$ cat config.mk
export PLATFORM = sky130hd
export DESIGN_NAME = neuron_step_scheduler
export DESIGN_NICKNAME = d
export VERILOG_FILES = /design/src/rtl/neuron_pkg.sv /design/src/rtl/step_interval_counter.sv /design/src/rtl/neuron_step_scheduler.sv
export SDC_FILE = /design/constraint.sdc
export NUM_CORES = 1
export LEC_CHECK = 0
export ABC_CLOCK_PERIOD_IN_PS = 1800
export BUFFER_PORTS_ARGS = -buffer_cell sky130_fd_sc_hd__buf_2
export CAP_MARGIN = 20
export CORE_MARGIN = 3
export CORE_UTILIZATION = 55
export CTS_CLUSTER_DIAMETER = 80
export DETAILED_ROUTE_END_ITERATION = 6
export PLACE_DENSITY = 0.82
export SETUP_SLACK_MARGIN = 0.3
export SYNTH_ARGS = -nofsm -noshare
export SYNTH_HDL_FRONTEND = slang
export SYNTH_SLANG_ARGS = --single-unit
$ cat constraint.sdc
create_clock -name clk -period 1.8 [get_ports clk]
set_input_delay 0.09 -clock clk [delete_from_list [all_inputs] [get_ports clk]]
set_output_delay 0.09 -clock clk [all_outputs]
set_load 0.02 [all_outputs]
$ cat src/rtl/neuron_pkg.sv
// Shared definitions for the neuron step scheduler: FSM state encoding and
// default sizing constants used by the scheduler and its interval counter.
package neuron_pkg;

    typedef enum logic [1:0] {
        ST_IDLE      = 2'd0,
        ST_START     = 2'd1,
        ST_WAIT_DONE = 2'd2,
        ST_GAP       = 2'd3
    } step_state_t;

    localparam int DEFAULT_NUM_AXONS      = 2;
    localparam int DEFAULT_STEP_INTERVAL  = 32;
    localparam int DEFAULT_STEP_CNT_WIDTH = 16;
    // Wide enough for the largest legal interval (2^16-1 cycles).
    localparam int INTERVAL_CNT_WIDTH     = 16;

endpackage

$ cat src/rtl/step_interval_counter.sv
// Saturating cycle counter for one step interval: synchronous clear back to
// zero, counts up and holds at TERMINAL, flags when the terminal value is reached.
module step_interval_counter
    import neuron_pkg::*;
#(
    parameter int TERMINAL = DEFAULT_STEP_INTERVAL - 1
) (
    input  logic clk,
    input  logic rst_n,
    input  logic clear,
    output logic at_terminal
);

    localparam logic [INTERVAL_CNT_WIDTH-1:0] TERM = INTERVAL_CNT_WIDTH'(TERMINAL);

    logic [INTERVAL_CNT_WIDTH-1:0] count;

    always_ff @(posedge clk or negedge rst_n) begin
        if (!rst_n) begin
            count <= '0;
        end else if (clear) begin
            count <= '0;
        end else if (count != TERM) begin
            count <= count + INTERVAL_CNT_WIDTH'(1);
        end
    end

    assign at_terminal = (count == TERM);

endmodule

$ cat src/rtl/neuron_step_scheduler.sv
// Fixed-period step scheduler for a neuron core: issues start pulses every
// STEP_INTERVAL cycles and latches axon spikes per step. Optional macro
// NEURON_STDP_WINDOW_EN adds the post_spike_seen output for STDP.
module neuron_step_scheduler
    import neuron_pkg::*;
#(
    parameter int NUM_AXONS      = DEFAULT_NUM_AXONS,
    parameter int STEP_INTERVAL  = DEFAULT_STEP_INTERVAL,
    parameter int NUM_STEPS      = 0,
    parameter int STEP_CNT_WIDTH = DEFAULT_STEP_CNT_WIDTH
) (
    input  logic                      clk,
    input  logic                      rst_n,
    input  logic                      enable,
    input  logic                      neuron_done,
    input  logic [NUM_AXONS-1:0]      axon_spike,
    input  logic                      outSpike,
    output logic                      start,
    output logic [NUM_AXONS-1:0]      inSpike,
    output logic [STEP_CNT_WIDTH-1:0] step_cnt,
    output logic                      busy,
    output logic                      run_done,
    output logic                      overrun
`ifdef NEURON_STDP_WINDOW_EN
    ,
    output logic                      post_spike_seen
`endif
);

    localparam bit                        LIMITED   = (NUM_STEPS != 0);
    localparam logic [STEP_CNT_WIDTH-1:0] STEP_LIMIT = STEP_CNT_WIDTH'(NUM_STEPS);

    step_state_t               state;
    step_state_t               next_state;
    logic                      clear_interval;
    logic                      interval_tc;
    logic                      done_accept;
    logic                      late_done;
    logic                      limit_at_done;
    logic [STEP_CNT_WIDTH-1:0] step_cnt_next;

    step_interval_counter #(
        .TERMINAL (STEP_INTERVAL - 1)
    ) u_interval (
        .clk         (clk),
        .rst_n       (rst_n),
        .clear       (clear_interval),
        .at_terminal (interval_tc)
    );

    assign step_cnt_next = step_cnt + STEP_CNT_WIDTH'(1);
    assign limit_at_done = LIMITED && (step_cnt_next == STEP_LIMIT);

    always_ff @(posedge clk or negedge rst_n) begin
        if (!rst_n) begin
            state <= ST_IDLE;
        end else begin
            state <= next_state;
        end
    end

    // A done that lands on an expired interval restarts immediately instead of
    // passing through GAP, so the late step does not cost a further period.
    always_comb begin
        next_state  = state;
        done_accept = 1'b0;
        late_done   = 1'b0;
        case (state)
            ST_IDLE: begin
                if (enable && !run_done) next_state = ST_START;
            end
            ST_START: begin
                next_state = ST_WAIT_DONE;
            end
            ST_WAIT_DONE: begin
                if (neuron_done) begin
                    done_accept = 1'b1;
                    if (interval_tc) begin
                        late_done  = 1'b1;
                        next_state = (enable && !limit_at_done) ? ST_START : ST_IDLE;
                    end else begin
                        next_state = ST_GAP;
                    end
                end
            end
            ST_GAP: begin
                if (interval_tc) next_state = (enable && !run_done) ? ST_START : ST_IDLE;
            end
            default: next_state = ST_IDLE;
        endcase
        // Zero on entry to START so START is cycle 0 of the interval.
        clear_interval = (next_state == ST_START);
    end

    always_ff @(posedge clk or negedge rst_n) begin
        if (!rst_n) begin
            step_cnt <= '0;
            run_done <= 1'b0;
            overrun  <= 1'b0;
            inSpike  <= '0;
        end else begin
            if (done_accept) begin
                step_cnt <= step_cnt_next;
                if (limit_at_done) run_done <= 1'b1;
                if (late_done)     overrun  <= 1'b1;
            end
            if (state == ST_START) inSpike <= axon_spike;
        end
    end

    assign start = (state == ST_START);
    assign busy  = (state != ST_IDLE);

`ifdef NEURON_STDP_WINDOW_EN
    always_ff @(posedge clk or negedge rst_n) begin
        if (!rst_n) begin
            post_spike_seen <= 1'b0;
        end else if (state == ST_START) begin
            post_spike_seen <= 1'b0;
        end else if (state == ST_WAIT_DONE && outSpike) begin
            post_spike_seen <= 1'b1;
        end
    end
`else
    // Output spike only matters to the STDP window.
    logic unused_out_spike;
    assign unused_out_spike = outSpike;
`endif

endmodule

==> results by group, run 1 <==
Synth
  • Distinct cells, synth: just over 40
  • Synth Flop Type: dfrtp_1
  • Largest cells by area after synthesis: dfrtp_1, xnor2_1, xor2_1, nor4_1, nand3_1
  • Syn avg cell area: around 11 um2
  • Cell taking the most area after synthesis: dfrtp_1
  • Mapped Nets: roughly 190
  • Post-Syn Instances: between 150 and 200
  • Post-synth top area share: about half
  • Top-count cell post-synth: dfrtp_1
  • Syn. warnings: 0
  • Synth cell count leaders: dfrtp_1, xnor2_1, nand2_1, nor2_1, xor2_1
  • Seq cells post-synth: 37
  • Cell Area, Synth: between 0.0015 and 0.002 mm2
  • Register area share after synthesis: roughly 48%
  • Share of flip-flops with an asynchronous set or reset: between 90% and 100%
  • Number of synthesized flops with an enable pin: 0

Routing
  • Final Routed Wirelength: 4912 um
  • Met3 wire length: 218 um
  • WL/cell: between 15 and 20 um
  • First-pass DRT Iterations: 4
  • Post-Route M1 WL: about 2000 um
  • Residual DRC: 0
  • Via count: ~1700
  • Met2 WL: 2505 um
  • DRT iter0 DRCs: 72
  • Post-DR vias/cell: a little under 6
  • Max Used Layer: met4
  • Post-route ant nets: 0

Cells and area
  • Cell area after layout: around 0.0026 mm2
  • Area Growth Syn to Fin: 35.93%
  • Share of cells above drive strength 1: between 40% and 50%
  • Antenna Cells: 0
  • Final core utilization: about four fifths
  • Final net count: between 200 and 300

Run
  • Number of max-cap violations: 0

Worst setup path
  • Critical path arrival: approximately 1.8 ns
  • CP Class: register to register
  • Max FO, Critical Path: 10
  • Critical Path Sink: u_interval.count[8]
  • Reg2Reg Launch Point: u_interval.count[0]
  • Cells on worst reg2reg path: 5
  • Worst R2R End: u_interval.count[8]
  • Reg-to-reg slack, setup: 0.24 ns
  • Crit. Startpoint: u_interval.count[0]
  • CP peak stage delay: 0.41 ns
  • Setup crit end kind: register
  • Launching element type of the critical path: register
  • Worst-path cell chain: ha_2 -> and4_4 -> nand4_2 -> o21ai_4 -> nor2_1
  • CP Data Required Time: 2.05 ns
  • Worst path slowest cell: dfrtp_1

Power and ir drop
  • Pwr per Cell Area: roughly 1300 mW/mm2
  • Worst VDD drop: between 0.9 and 1 mV
  • Total power: 3.448 mW
  • Leak Pwr: between 1 and 1.5 nW

Status
  • Outcome: finished, final reports clean

Placed design
  • GPL Wtd Cong: approximately 0.82
  • I/O Buffers: 26
  • Post-Place Cell Area: ~0.0021 mm2
  • Post-DP HPWL: 2804 um

Hold path
  • Hold depth: 3
  • Hold Path Class: primary input to register

Clock network
  • Clk buf depth: 2
  • Root Buffer: clkbuf_4
  • Clk sinks: 37
  • CTS tree: built
  • Latest clock arrival within the worst-skew pair: approximately 0.36 ns
  • Clk slew on worst S/H paths: around 0.12 ns
  • H-tree levels: 2
  • Cts bufs inserted: 5

Timing
  • Period utilization: between 80% and 90%
  • Rel. slew slack: approximately 46%
  • RSZ-0062 raised after global routing: yes
  • Clk_skew: 0.01078 ns
  • Fin Setup TNS: 0 ns
  • Max Clk Rate: 642.3 MHz
  • Slew Viols, Final: 0
  • Final hold slack: about 0.031 ns
  • Slew @ Worst Pin: between 0.8 and 0.9 ns
  • Final count of hold timing violations: 0
  • Final min period: roughly 1.6 ns
  • Final setup viols: 0

Global routing
  • First-pass GRT wire length: roughly 8000 um
  • Vias in the first global route: roughly 1700
  • Total grt overflow: 0
  • All-layer global routing usage: 24.78%
  • Initial antenna violation count: 0
  • Largest net degree at the start of global routing: 38

Die
  • Width of the die: between 60 and 70 um
  • Rows: 20
  • Core box area: about 0.0032 mm2
  • Initial core utilization: between 60% and 70%
  • Die height: ~65 um
  • Io pins: 29
  • Die area: between 0.004 and 0.005 mm2
[logic make-up (layout without fill, tap and decap cells)]
kind of cell,after synthesis,in the layout,share of synthesized area [%]
fa+ha+maj,2,2,1.309
simple gates,74,74,23.43
other cells,1,1,0.1961
buf+inv,14,78,3.469
flops,37,37,48.43
mux,7,7,3.861
xor+xnor,22,22,10.08
compound gates,23,23,9.228
[timing repair]
action	CTS	global route
endpoints found under the setup margin	22	28
setup buffers	15	10
pin swaps	6	10
endpoints found under the hold margin	39	0
resized for setup	21	19
hold buffers	3	0
[metrics by stage]
| step | instances | setup WS [ns] |
|---|---|---|
| 2_1_floorplan | 180 | 0.2113 |
| 3_3_place_gp | 252 | 0.1707 |
| 3_5_place_dp | 252 | 0.08627 |
| 4_1_cts | 278 | 0.2773 |
| 5_1_grt | 288 | 0.1816 |
| 6_report | 288 | 0.2431 |
[cell usage in the layout (no fill, tap or decap), drive strengths merged, types with 2 or more instances in the layout]
cell type	n
xor2	10
and3	4
o31ai	2
a21o	2
nand2	10
nand2b	3
xnor2	12
ha	2
and4	2
nor2	10
nor3	6
clkbuf	5
nand3	10
nor4	8
dfrtp	37
a21oi	6
mux2i	4
o21ai	5
dlygate4sd3	3
o211ai	5
buf	60
or2	3
mux2	3
a21boi	2
nand4	10
inv	7
or3	4
[worst min-delay path by stage]
stage | startpoint | to | slack [ns]
3_3_place_gp | rst_n | u_interval.count[5] | 0.21
2_1_floorplan | rst_n | inSpike[0] | -0.21
6_report | enable | state[0] | 0.03
5_1_grt | enable | state[0] | 0.04
3_5_place_dp | rst_n | u_interval.count[5] | 0.24
4_1_cts | enable | state[0] | 0.03
[final cells by class]
type	instances	area [um2]
Clock inverter	3	46.29
Tap cell	44	55.05
Inverter	7	26.28
Fill cell	153	579.3
Clock buffer	5	37.54
Timing Repair Buffer	63	422.9
Sequential cell	37	937.1
Multi-Input combinational cell	129	1074
[per-layer routing]
metal  vias up  track usage (%)
met5         -                0
met4         0            11.87
li1        763                -
met2        64            42.15
met1       842            29.36
met3        22            5.719
[sequential cells by signal (all words and copies together) (netlist names)]
signal	count
step_cnt	16
u_interval.count	16
inSpike	2
state	2
overrun	1
[worst max-delay path, delay by kind of cell, from the launching register on]
| kind | cells | cell delay [ns] |
|---|---|---|
| flip-flops | 1 | 0.41 |
| AO/OA/AOI/OAI | 1 | 0.35 |
| adder cells (fa/ha/maj) | 1 | 0.19 |
| AND/OR/NAND/NOR | 3 | 0.49 |
[where the power goes]
part / switching [mW] / total, mW / internal, mW
combinational: 0.738 / 1.46 / 0.719
sequential: 0.307 / 1.39 / 1.08
clock: 0.311 / 0.604 / 0.294
Note: power is estimated with default switching activity, not from simulation.
==> run 2, diff against run 1 <==
- GPL_TIMING_DRIVEN: not set -> 0
- REMOVE_ABC_BUFFERS: not set -> 1
==> run 2 against run 1 <==
  * Sequential cell count is the same
  * First-iteration DRC count rose by 50%
  * Clock power is 25% lower
  * Cell count is 2.4% higher
  * Register-to-register slack worse by 0.09 ns
  * Critical path type unchanged
  * Largest cell class unchanged
  * Highest routed layer unchanged
==> results by group, run 2 (synthesized netlist as in run 1, its figures left out) <==
Cells and area
  • Most frequent cells in the layout: buf_4, dfrtp_1, buf_2
  • Antenna Cells: 0 (unchanged)
  • Commonest non-fill, non-tap cell in the layout: buf_4
  • Share of cells above drive strength 1: 52.99% (+6.7 points)
  • Area Growth Syn to Fin: 42.02%
  • Post-Layout Cell Count: 295 (+2.4%)
  • Final core utilization: 85.43% (+3.7 points)
  • Final net count: 259 (+2.8%)
  • Largest regs: step_cnt (16), u_interval.count (16)
  • Cell area after layout: 0.002715 mm2 (+4.5%)

Timing
  • Fin Setup TNS: 0 ns (unchanged)
  • Final count of hold timing violations: 0 (unchanged)
  • Rel. slew slack: 44.79% (-1.5 points)
  • Final hold slack: 0.09266 ns (+0.06195 ns)
  • RSZ-0062 raised after global routing: yes
  • Period utilization: 91.57% (+5.1 points)
  • Slew @ Worst Pin: 0.8281 ns (+0.02280 ns)
  • Final min period: 1.648 ns (+0.09139 ns)
  • Max Clk Rate: 606.7 MHz (-5.5%)
  • Final setup viols: 0 (unchanged)
  • Clk_skew: 0.009101 ns (-0.001674 ns)
  • Slew Viols, Final: 0 (unchanged)
  • Setup WS post-layout: 0.1517 ns (-0.09139 ns)

Placed design
  • I/O Buffers: 26 (unchanged)
  • Place WS: -0.09492 ns (-0.1812 ns)
  • DP Cell Count: 243 (-3.6%)
  • GPL Wtd Cong: 0.8117 (-1.2%)
  • Post-Place Cell Area: 0.002057 mm2 (-3.3%)
  • Post-DP HPWL: 2649 um (-5.5%)

Die
  • Initial core utilization: 60.16% (unchanged)
  • Rows: 20 (unchanged)
  • Core box area: 0.003178 mm2 (unchanged)
  • Die area: 0.004220 mm2 (unchanged)
  • Width of the die: 64.96 um (unchanged)
  • Die height: 64.96 um (unchanged)
  • Io pins: 29 (unchanged)

Clock network
  • H-tree levels: 2 (unchanged)
  • CTS tree: built
  • Clk sinks: 37 (unchanged)
  • Root Buffer: clkbuf_4
  • Clk slew on worst S/H paths: 0.12 ns (about the same)
  • Cts bufs inserted: 5 (unchanged)
  • Clk buf depth: 2 (unchanged)
  • Latest clock arrival within the worst-skew pair: 0.36 ns (about the same)

Routing
  • Via count: 1787 (+5.7%)
  • Residual DRC: 0 (unchanged)
  • Final Routed Wirelength: 6150 um (+25%)
  • First-pass DRT Iterations: 4 (unchanged)
  • Post-DR vias/cell: 6.058 (+3.2%)
  • WL/cell: 20.85 um (+22%)
  • Post-route ant nets: 0 (unchanged)
  • DRT iter0 DRCs: 108 (+50%)

Power and ir drop
  • Total power: 3.523 mW (+2.2%)
  • Leak Pwr: 1.212 nW (+1.7%)
  • Pwr per Cell Area: 1297 mW/mm2 (-2.2%)
  • Worst VDD drop: 0.9513 mV (+4.2%)

Global routing
  • Vias in the first global route: 1758 (+2.4%)
  • Total grt overflow: 0 (unchanged)
  • All-layer global routing usage: 26.13% (+1.4 points)
  • First-pass GRT wire length: 8280 um (+3.7%)
  • Largest net degree at the start of global routing: 38 (unchanged)
  • Initial antenna violation count: 0 (unchanged)

Worst setup path
  • Max FO, Critical Path: 7 (-3)
  • Setup crit end kind: register
  • CP Class: register to register
  • CP Data Required Time: 2.03 ns (-0.02 ns)
  • Critical path arrival: 1.88 ns (+0.08 ns)
  • Launching element type of the critical path: register

Hold path
  • Hold Path Class: primary input to register

Run
  • Number of max-cap violations: 0 (unchanged)

Status
  • Outcome: finished, final reports clean
## run 2: cell types whose count changed in the layout (fill, tap and decap cells not counted), sizes merged
cell      change
buf           +6
clkbuf        +2
bufinv        -1
clkinv        +1
clkinvlp      -1
## run 2: layer usage
layer | track usage (%) | up-vias | part of all wire, %
li1 | - | 784 | -
met1 | 28.52 | 867 | 36
met2 | 47.51 | 108 | 54
met3 | 5.719 | 28 | 5.6
met4 | 12.40 | 0 | 4.0
met5 | 0 | - | 0
## run 2: final timing paths
kind,startpoint,end,slack (ns),cells after the start
setup / recovery,u_interval.count[6],u_interval.count[3],0.15,5
hold / removal,neuron_done,state[0],0.09,3
setup reg to reg,u_interval.count[6],u_interval.count[3],0.15,5
hold reg to reg,step_cnt[15],step_cnt[15],0.48,1
max in group asynchronous,rst_n,state[1],0.87,2
min in group asynchronous,rst_n,u_interval.count[6],0.35,2
## run 2: cell type report
| class | instances | area [um2] |
|---|---|---|
| Clock buffer | 6 | 41.29 |
| Clock inverter | 2 | 10.01 |
| Fill cell | 163 | 462.9 |
| Inverter | 7 | 26.28 |
| Multi-Input combinational cell | 129 | 1125 |
| Sequential cell | 37 | 939.7 |
| Tap cell | 44 | 55.05 |
| Timing Repair Buffer | 70 | 518.0 |
## run 2: repair_timing
action	CTS	global route
endpoints found under the hold margin	39	0
setup buffers	25	15
cloned	1	0
pin swaps	12	12
hold buffers	3	0
setup endpoints to repair	29	28
resized for setup	38	23
## run 2: worst max-delay path: stages (launching register included)
cell and delay [ns]:
dfrtp_2 0.47, nor4_4 0.38, nand4_4 0.17, buf_6 0.17
o211ai_1 0.20, mux2i_1 0.13
## run 2: report_power, final
group          internal (mW)  total (mW)  leakage, nW  switching (mW)
clock network          0.149       0.450       0.0320           0.301
logic                  0.796        1.67        0.733           0.871
registers               1.08        1.41        0.447           0.322
